`src/rtl/canny_hysteresis.sv`:
```
// Canny hysteresis stage: classifies suppressed magnitudes, resolves weak pixels
// against a masked 3x3 neighbourhood and emits a 0/STRONG_VAL edge map in raster order.
module canny_hysteresis #(
  parameter int                PIC_WIDTH  = 250,
  parameter int                PIC_HEIGHT = 250,
  parameter int                WIDTH      = 8,
  parameter logic [WIDTH-1:0]  STRONG_VAL = WIDTH'(255)
) (
  input  logic             clk,
  input  logic             rst_n,
  input  logic             valid_in,
  input  logic [WIDTH-1:0] din,
  output logic             busy,
  output logic             valid_out,
  output logic [WIDTH-1:0] dout,
  output logic             frame_done
);

  localparam int CW = (PIC_WIDTH > 1) ? $clog2(PIC_WIDTH) : 1;
  // Input rows run one past the frame during the flush, hence the +2.
  localparam int RW = $clog2(PIC_HEIGHT + 2);
  localparam logic [CW-1:0] COL_LAST = CW'(PIC_WIDTH - 1);
  localparam logic [RW-1:0] ROW_LAST = RW'(PIC_HEIGHT - 1);

  typedef enum logic [1:0] {
    CLS_NONE   = 2'd0,
    CLS_WEAK   = 2'd1,
    CLS_STRONG = 2'd2
  } cls_e;

  typedef enum logic [1:0] {
    S_IDLE  = 2'd0,
    S_FILL  = 2'd1,
    S_RUN   = 2'd2,
    S_FLUSH = 2'd3
  } state_e;

  state_e          state_q, state_d;
  logic [CW-1:0]   in_col_q, in_col_d;
  logic [RW-1:0]   in_row_q, in_row_d;
  logic [CW-1:0]   out_col_q, out_col_d;
  logic [RW-1:0]   out_row_q, out_row_d;
  cls_e            win_q [3][3];
  cls_e            win_d [3][3];
  cls_e            lb0_q [PIC_WIDTH];
  cls_e            lb0_d [PIC_WIDTH];
  cls_e            lb1_q [PIC_WIDTH];
  cls_e            lb1_d [PIC_WIDTH];
  logic            valid_out_q, valid_out_d;
  logic [WIDTH-1:0] dout_q, dout_d;
  logic            frame_done_q, frame_done_d;

  logic            accept;
  logic            shift;
  cls_e            new_cls;
  logic            produce;
  logic            clear;
  logic            in_last;
  logic            out_last;
  logic            fill_done;
  logic            row_ok [3];
  logic            col_ok [3];
  logic            strong_nb;
  logic            is_edge;

  // Synthetic NONE pixels are shifted in during the flush so the last row resolves.
  always_comb begin
    accept  = valid_in && (state_q != S_FLUSH);
    shift   = accept || (state_q == S_FLUSH);
    new_cls = CLS_NONE;
    if (accept) begin
      if (din == '0)              new_cls = CLS_NONE;
      else if (din == STRONG_VAL) new_cls = CLS_STRONG;
      else                        new_cls = CLS_WEAK;
    end
  end

  assign in_last   = (in_col_q == COL_LAST) && (in_row_q == ROW_LAST);
  assign out_last  = (out_col_q == COL_LAST) && (out_row_q == ROW_LAST);
  assign fill_done = (in_row_q == RW'(1)) && (in_col_q == CW'(1));

  // NOTE: every signal gets a default before the case so no latch is inferred.
  always_comb begin
    state_d = state_q;
    produce = 1'b0;
    clear   = 1'b0;
    case (state_q)
      S_IDLE:  if (accept) state_d = S_FILL;
      S_FILL: begin
        if (accept && fill_done) begin
          state_d = S_RUN;
          produce = 1'b1;
        end
      end
      S_RUN: begin
        if (accept) begin
          produce = 1'b1;
          if (in_last) state_d = S_FLUSH;
        end
      end
      S_FLUSH: begin
        produce = 1'b1;
        if (out_last) begin
          state_d = S_IDLE;
          clear   = 1'b1;
        end
      end
      default: state_d = S_IDLE;
    endcase
  end

  always_comb begin
    in_col_d  = in_col_q;
    in_row_d  = in_row_q;
    out_col_d = out_col_q;
    out_row_d = out_row_q;
    if (shift) begin
      if (in_col_q == COL_LAST) begin
        in_col_d = '0;
        in_row_d = in_row_q + RW'(1);
      end else begin
        in_col_d = in_col_q + CW'(1);
      end
    end
    if (produce) begin
      if (out_col_q == COL_LAST) begin
        out_col_d = '0;
        out_row_d = out_row_q + RW'(1);
      end else begin
        out_col_d = out_col_q + CW'(1);
      end
    end
    if (clear) begin
      in_col_d  = '0;
      in_row_d  = '0;
      out_col_d = '0;
      out_row_d = '0;
    end
  end

  // Window row 2 is the newest line; lb1 holds the pixel one line back, lb0 two lines back.
  always_comb begin
    win_d = win_q;
    lb0_d = lb0_q;
    lb1_d = lb1_q;
    if (shift) begin
      for (int r = 0; r < 3; r++) begin
        win_d[r][0] = win_q[r][1];
        win_d[r][1] = win_q[r][2];
      end
      win_d[0][2]     = lb0_q[in_col_q];
      win_d[1][2]     = lb1_q[in_col_q];
      win_d[2][2]     = new_cls;
      lb0_d[in_col_q] = lb1_q[in_col_q];
      lb1_d[in_col_q] = new_cls;
    end
  end

  // Masking follows the centre's own coordinates, which also blocks line wrap-around.
  always_comb begin
    row_ok[0] = (out_row_q != '0);
    row_ok[1] = 1'b1;
    row_ok[2] = (out_row_q != ROW_LAST);
    col_ok[0] = (out_col_q != '0);
    col_ok[1] = 1'b1;
    col_ok[2] = (out_col_q != COL_LAST);
    strong_nb = 1'b0;
    for (int r = 0; r < 3; r++) begin
      for (int c = 0; c < 3; c++) begin
        if (!(r == 1 && c == 1) && row_ok[r] && col_ok[c] && (win_d[r][c] == CLS_STRONG))
          strong_nb = 1'b1;
      end
    end
    is_edge = (win_d[1][1] == CLS_STRONG) || ((win_d[1][1] == CLS_WEAK) && strong_nb);
    valid_out_d  = produce;
    dout_d       = (produce && is_edge) ? STRONG_VAL : '0;
    frame_done_d = produce && out_last;
  end

  // NOTE: sequential state uses non-blocking assignments only.
  always_ff @(posedge clk or negedge rst_n) begin
    if (!rst_n) begin
      state_q      <= S_IDLE;
      in_col_q     <= '0;
      in_row_q     <= '0;
      out_col_q    <= '0;
      out_row_q    <= '0;
      valid_out_q  <= 1'b0;
      dout_q       <= '0;
      frame_done_q <= 1'b0;
      for (int r = 0; r < 3; r++)
        for (int c = 0; c < 3; c++)
          win_q[r][c] <= CLS_NONE;
      // NOTE: the line buffers are flop arrays cleared on reset, so they cannot map to RAM.
      for (int i = 0; i < PIC_WIDTH; i++) begin
        lb0_q[i] <= CLS_NONE;
        lb1_q[i] <= CLS_NONE;
      end
    end else begin
      state_q      <= state_d;
      in_col_q     <= in_col_d;
      in_row_q     <= in_row_d;
      out_col_q    <= out_col_d;
      out_row_q    <= out_row_d;
      valid_out_q  <= valid_out_d;
      dout_q       <= dout_d;
      frame_done_q <= frame_done_d;
      win_q        <= win_d;
      lb0_q        <= lb0_d;
      lb1_q        <= lb1_d;
    end
  end

  assign busy       = (state_q == S_FLUSH);
  assign valid_out  = valid_out_q;
  assign dout       = dout_q;
  assign frame_done = frame_done_q;

endmodule

```
`config.mk`:
```
export PLATFORM = sky130hd
export DESIGN_NAME = canny_hysteresis
export DESIGN_NICKNAME = d
export VERILOG_FILES = /design/src/rtl/canny_hysteresis.sv
export SDC_FILE = /design/constraint.sdc
export NUM_CORES = 2
export LEC_CHECK = 0
export CORE_MARGIN = 4
export CORE_UTILIZATION = 58
export CTS_CLUSTER_SIZE = 16
export DETAILED_ROUTE_END_ITERATION = 6
export PLACE_DENSITY = 0.74
export SLEW_MARGIN = 5
export SYNTH_ARGS = -nofsm -noshare
export SYNTH_HDL_FRONTEND = slang
export SYNTH_SLANG_ARGS = --single-unit
export TNS_END_PERCENT = 1
```
`constraint.sdc`:
```
create_clock -name clk -period 5.4 [get_ports clk]
set_input_delay 1.08 -clock clk [delete_from_list [all_inputs] [get_ports clk]]
set_output_delay 1.08 -clock clk [all_outputs]
set_load 0.005 [all_outputs]
```
; Word-level counts from Yosys, hierarchy flattened
; Cells that the tools add are included.
[totals]
wordCells = 632
out_inout_bits = 11
register_bits = 1062
input_bits = 11
[classes]
magnitude_cmp = 2
n_eq_ne = 28
n_reduce_logical = 34
mux = 46
bitwise = 1
n_addsub = 4
[op_table]
columns = operator, count
row1 = 500-bit bitwise mux, 2
row2 = 8-bit 2-to-1 mux, 13
row3 = 8-bit equality test (second input constant), 5
row4 = 8-bit by 1-bit adder with 8-bit output (second input constant), 4
row5 = 2-bit binary-select mux with 8-bit select, 2
row6 = 2-bit 2-to-1 mux, 13
row7 = 2-bit equality test (second input constant), 11
row8 = 1-bit logical AND, 21
row9 = 18-bit 2-to-1 mux, 1
row10 = 2-bit demux with 8-bit select, 1
row11 = 8-bit by 1-bit equality test with 1-bit output (second input constant), 2
row12 = 8-bit != test (second input constant), 2
row13 = 8-bit nonzero test, 2
row14 = 1-bit 2-to-1 mux, 12
row15 = 2-bit != test (second input constant), 5
row16 = 9-bit >= comparator (second input constant), 1
row17 = 9-bit by 1-bit less-than comparator with 1-bit output (second input constant), 1
row18 = 8-bit NOT with 9-bit output, 1
row19 = 8-bit logical NOT, 1
row20 = 2-bit case mux with 4 select lines, 1
row21 = 2-bit nonzero test, 4
row22 = 5-bit AND reduction, 1
row23 = 2-bit by 1-bit equality test with 1-bit output (second input constant), 2
row24 = 2-bit AND reduction, 2
row25 = 4 further kinds, 5

; Logic depth before layout (Yosys ltp)
[logic_depth]
ltp_word = 19
depth_mapped = 19
mapped_depth_nobuf = 10

; Worst setup path after synthesis
; OpenSTA, ideal clock, no wires.
[synth_timing]
path_kind = flip-flop to flip-flop
from = reg in_col_q[1]
to = reg out_col_q[2]
n_path_buf = 9
slack_ps = 1559
setup_time_ps = 125
period_less_slack_ps = 3841
path_stages_with_launch = 18
arrival_time_ps = 3716
cell_sequence = dfrtp_1 -> buf_6 -> buf_4 -> buf_6 -> buf_6 -> buf_6 -> buf_4 -> buf_2 -> buf_2 -> buf_2 -> inv_1 -> ha_1 -> nor4b_1 -> and4_1 -> a221oi_1 -> nor2_1 -> o21ai_0 -> mux2_2
[synth_between]
elab_chain_cells = 6
[synth_rtl]
columns = element, line
row1 = from (decl), 39  ; logic [CW-1:0] in_col_q, in_col_d;
row2 = from (signal assigned), 201  ; in_col_q <= in_col_d;
row3 = 8-bit by 1-bit equality test with 1-bit output, 80  ; assign fill_done = (in_row_q == RW'(1)) && (in_col_q == CW'(1));
row4 = 1-bit logical AND, 80
row5 = 1-bit logical AND, 90  ; if (accept && fill_done) begin
row6 = 1-bit 2-to-1 mux, 90
row7 = 1-bit case mux with 3 select lines, 87  ; case (state_q)
row8 = via produce, 56  ; logic produce;
row9 = 2-bit nonzero test (no line), --
row10 = to (signal assigned), 203  ; out_col_q <= out_col_d;
row11 = to (decl), 41  ; logic [CW-1:0] out_col_q, out_col_d;
; The timed path passes the listed nets, and every way through them passes these cells.
; A chain may end at the register's enable or synchronous reset.

; Final worst setup path
[layout_timing]
from = reg in_col_q[0]
to = reg lb0_q[255] (netlist name)
[layout_between]
elab_chain_cells = 6
word_cells_on_any_way = 10
[layout_rtl]
columns = element, line
row1 = 8-bit NOT with 9-bit output (not written as such) (*), 154  ; lb0_d[in_col_q] = lb1_q[in_col_q];
row2 = 9-bit >= comparator (not written as such) or 9-bit by 1-bit less-than comparator with 1-bit output (tied branches), 154
row3 = 1-bit logical AND (not written as such), 154
row4 = 2-bit 2-to-1 mux (not written as such), 154
row5 = 2-bit demux with 8-bit select, 154
row6 = 500-bit bitwise mux (*), 154
row7 = to (signal assigned), 209  ; lb0_q <= lb0_d;
row8 = to (decl), 45  ; cls_e lb0_q [PIC_WIDTH];
; Every way passes the cells marked *; elsewhere a longest branch is shown, timed or not. The select of a mux whose other input is x is not followed.

==> results by group <==
Run status
  – Status: completed

Global route
  – Largest net degree at the start of global routing: 127
  – GRT overflow: 0
  – Vias in the first global route: 36,541
  – First-pass GRT wire length: 229,000 um
  – GR Util All Layers: 0.350
  – Initial antenna violation count: 4

Clock tree
  – CTS tree: done
  – Clock Tree Root: clkbuf_16
  – Clock insertion delay at the later pin of the skew report: 0.70 ns
  – Clk pin slew, worst setup/hold paths: 0.06 ns
  – CTS Hold Bufs: 0
  – CTS Buf Count: 110
  – Longest Clk Path Bufs: 3
  – H-tree Lvls: 3
  – Sink Count: 1,055
  – CTS resizes: 0
  – Post-CTS setup buffer count: 0

Cells and area
  – Finished Layout Cells: 5,683
  – Number of nets in the layout: 4,555
  – Layout cell share with drive strength beyond 1: 0.140
  – Area Overhead vs Synth: 12.3%
  – # fillers: 6,107
  – Post-route cell area: 53,200 um^2

Placed design
  – Placed instance area: 49,300 um^2
  – Global placer's final weighted congestion: 0.961
  – Dpl cells: 5,476
  – Dpl hpwl: 97,300 um
  – I/O Buffers: 21

Synthesis
  – YS warnings: 0
  – Post-synthesis sequential area ratio: 0.557
  – Netlist cell types: 75
  – Number of flops mapped to enable cells by yosys: 0
  – Post-synthesis cell count: 4,526
  – Synth area leader: dfrtp_1
  – Top cells by count, synth: 1,133 x nand2_1, 1,055 x dfrtp_1, 846 x o21ai_0, 232 x nor2_1, 181 x clkbuf_1
  – Top-count cell post-synth: nand2_1
  – Syn Std Cell Area: 47,400 um^2
  – Ys flop type: dfrtp_1
  – Top-area cell type share of the netlist area: 0.557
  – Post-synthesis async set-or-reset flop share: 1.00
  – Syn Nets: 4,553
  – Synth top area cells: dfrtp_1 56%, nand2_1 9.0%, o21ai_0 8.9%, mux4_2 8.5%, mux2i_1 3.3%
  – Post-Syn Area per Cell: 10.5 um^2
  – Register bit count reported by yosys: 1,055

Power and ir drop
  – P_int: 14.8 mW
  – Power consumption: 22.8 mW
  – Share of power burned in registers: 0.386
  – Leak pwr: 23.2 nW
  – Switching Share: 0.349
  – Clk pwr share: 0.353
  – Pwr per Cell Area: 429 nW/um^2
  – Comb pwr share: 0.261
  – Net switching power figure: 7.96 mW
  – Worst vdd ir: 0.452 mV

Timing
  – Fin crit share: 0.899
  – RSZ-0062 raised after global routing: no
  – Min cycle time layout: 4.86 ns
  – Worst slew pin tran: 1.29 ns
  – Slew margin rel.: 0.135
  – Final setup vio count: 0
  – Slew Limit Fails: 0
  – Clock skew: 0.0371 ns
  – Final Hold Fails: 0
  – Maximum clock rate: 0.206 GHz
  – TNS Setup: 0 ns

Detailed routing
  – Vias: 36,856
  – DRC: 0
  – Vias per inst: 6.49
  – Routed WL per cell: 26.3 um
  – Antenna Violating Nets Remaining: 0
  – Initial DRC count: 4,433
  – DRT Pass-1 Iters: 7
  – Final WL: 149,000 um

Die
  – Die Span X: 294 um
  – Die Y: 294 um
  – Die Area: 86,300 um^2
  – Io pins: 22
  – Row count: 104
  – Placeable core area: 80,700 um^2
  – Initial core utilization: 0.587

Setup path
  – Crit Reg-Reg Endpoint: lb0_q[255]$_DFFE_PN0P_
  – Crit path max fanout: 37
  – Startpoint types: flip-flop
  – R2R depth: 8
  – R2R Setup Slk: 0.54 ns
  – Worst Setup End Kind: flip-flop
  – Worst Path Class, Setup: reg -> reg
  – Critical Path AT: 5.39 ns
  – CP required: 5.93 ns
  – RR Startpoint: in_col_q[0]$_DFFE_PN0P_

Min path
  – Worst min path class: in -> async

Flow run
  – Max Cap Viol: 0
[flip-flops by register name (all words and copies together) (netlist names)]
signal and cells:
out_row_q 8, frame_done 1, lb0_q 500, valid_out 1
dout 1, in_col_q 8, lb1_q 500, in_row_q 8
win_q 18, state_q 2, out_col_q 8
[through the flow]
stage | hold slack (ns) | setup slack [ns] | utilization
5_1_grt | 0.479 | 0.611 | 0.659
3_3_place_gp | 0.444 | 0.923 | 0.611
4_1_cts | 0.464 | 0.793 | 0.659
2_1_floorplan | 0.433 | 1.56 | -
6_report | 0.452 | 0.545 | 0.659
3_5_place_dp | 0.451 | 0.838 | 0.611
[layout make-up]
class | instances | area [um^2] | area share
Sequential cell | 1055 | 26400 | 0.497
Multi-Input combinational cell | 3176 | 19800 | 0.372
Clock buffer | 150 | 3180 | 0.0597
Timing Repair Buffer | 169 | 1740 | 0.0327
Tap cell | 1060 | 1330 | 0.0249
Clock inverter | 54 | 674 | 0.0127
Inverter | 16 | 60.1 | 0.00113
Antenna cell | 3 | 7.51 | 0.000141
[worst max-delay path by stage]
stage                                 start                       end  slack, ns
floorplan           in_col_q[1]$_DFFE_PN0P_  out_col_q[2]$_DFFE_PN0P_       1.56
global placement    in_col_q[0]$_DFFE_PN0P_    lb0_q[265]$_DFFE_PN0P_       0.92
global route        in_col_q[0]$_DFFE_PN0P_      lb0_q[5]$_DFFE_PN0P_       0.61
CTS                 in_col_q[0]$_DFFE_PN0P_      lb0_q[5]$_DFFE_PN0P_       0.79
detailed placement  in_col_q[0]$_DFFE_PN0P_      lb0_q[5]$_DFFE_PN0P_       0.84
finish              in_col_q[0]$_DFFE_PN0P_    lb0_q[255]$_DFFE_PN0P_       0.54
[power groups by stage]
| stage | registers (mW) | logic, mW | clock network, mW |
|---|---|---|---|
| final | 8.79 | 5.95 | 8.04 |
| after global routing | 8.83 | 6.10 | 8.43 |
| after CTS | 8.78 | 5.73 | 8.08 |
| after detailed placement | 8.92 | 5.70 | 0 |
| after global placement | 8.90 | 5.62 | 0 |
| after floorplan | 8.62 | 3.35 | 0 |
[worst max-delay path, cell delays in order, from the launching register on]
cell	delay (ns)
dfrtp_4	1.04
and2b_1	0.90
a22oi_1	0.50
nand3_1	0.28
nand4_1	0.29
nor4_1	0.48
and4_4	0.68
buf_4	0.34
o21ai_0	0.16
[layout by cell type (no fill, tap or decap), types with 20 or more instances in the layout]
| cell | netlist | layout |
|---|---|---|
| nand2_1 | 1133 | 1132 |
| dfrtp_1 | 1055 | 1049 |
| o21ai_0 | 846 | 846 |
| nor2_1 | 232 | 217 |
| mux4_2 | 178 | 178 |
| mux2i_1 | 157 | 157 |
| a21oi_1 | 123 | 123 |
| buf_4 | 22 | 115 |
| clkbuf_16 | 0 | 113 |
| mux2_2 | 84 | 84 |
| a22oi_1 | 74 | 74 |
| nand3_1 | 65 | 65 |
| nand4_1 | 33 | 33 |
| buf_12 | 3 | 33 |
| clkinv_2 | 0 | 29 |
| clkbuf_8 | 0 | 21 |
| clkdlybuf4s50_1 | 0 | 20 |
[cell families after synthesis]
logic type / count (synthesis) / share of synthesized area
buf+inv: 295 / 0.0287
mux: 419 / 0.138
compound gates: 1148 / 0.132
flops: 1055 / 0.557
xor+xnor: 15 / 0.00277
simple gates: 1578 / 0.137
fa+ha+maj: 16 / 0.00423
[metal layers]
metal,part of all wire,vias to the layer above,global-route usage
li1,-,15979,-
met3,0.12,557,0.115
met4,0.067,8,0.186
met1,0.38,18201,0.478
met5,0.00031,-,0
met2,0.43,2111,0.506
No activity file was read; power rests on OpenSTA's default activity.
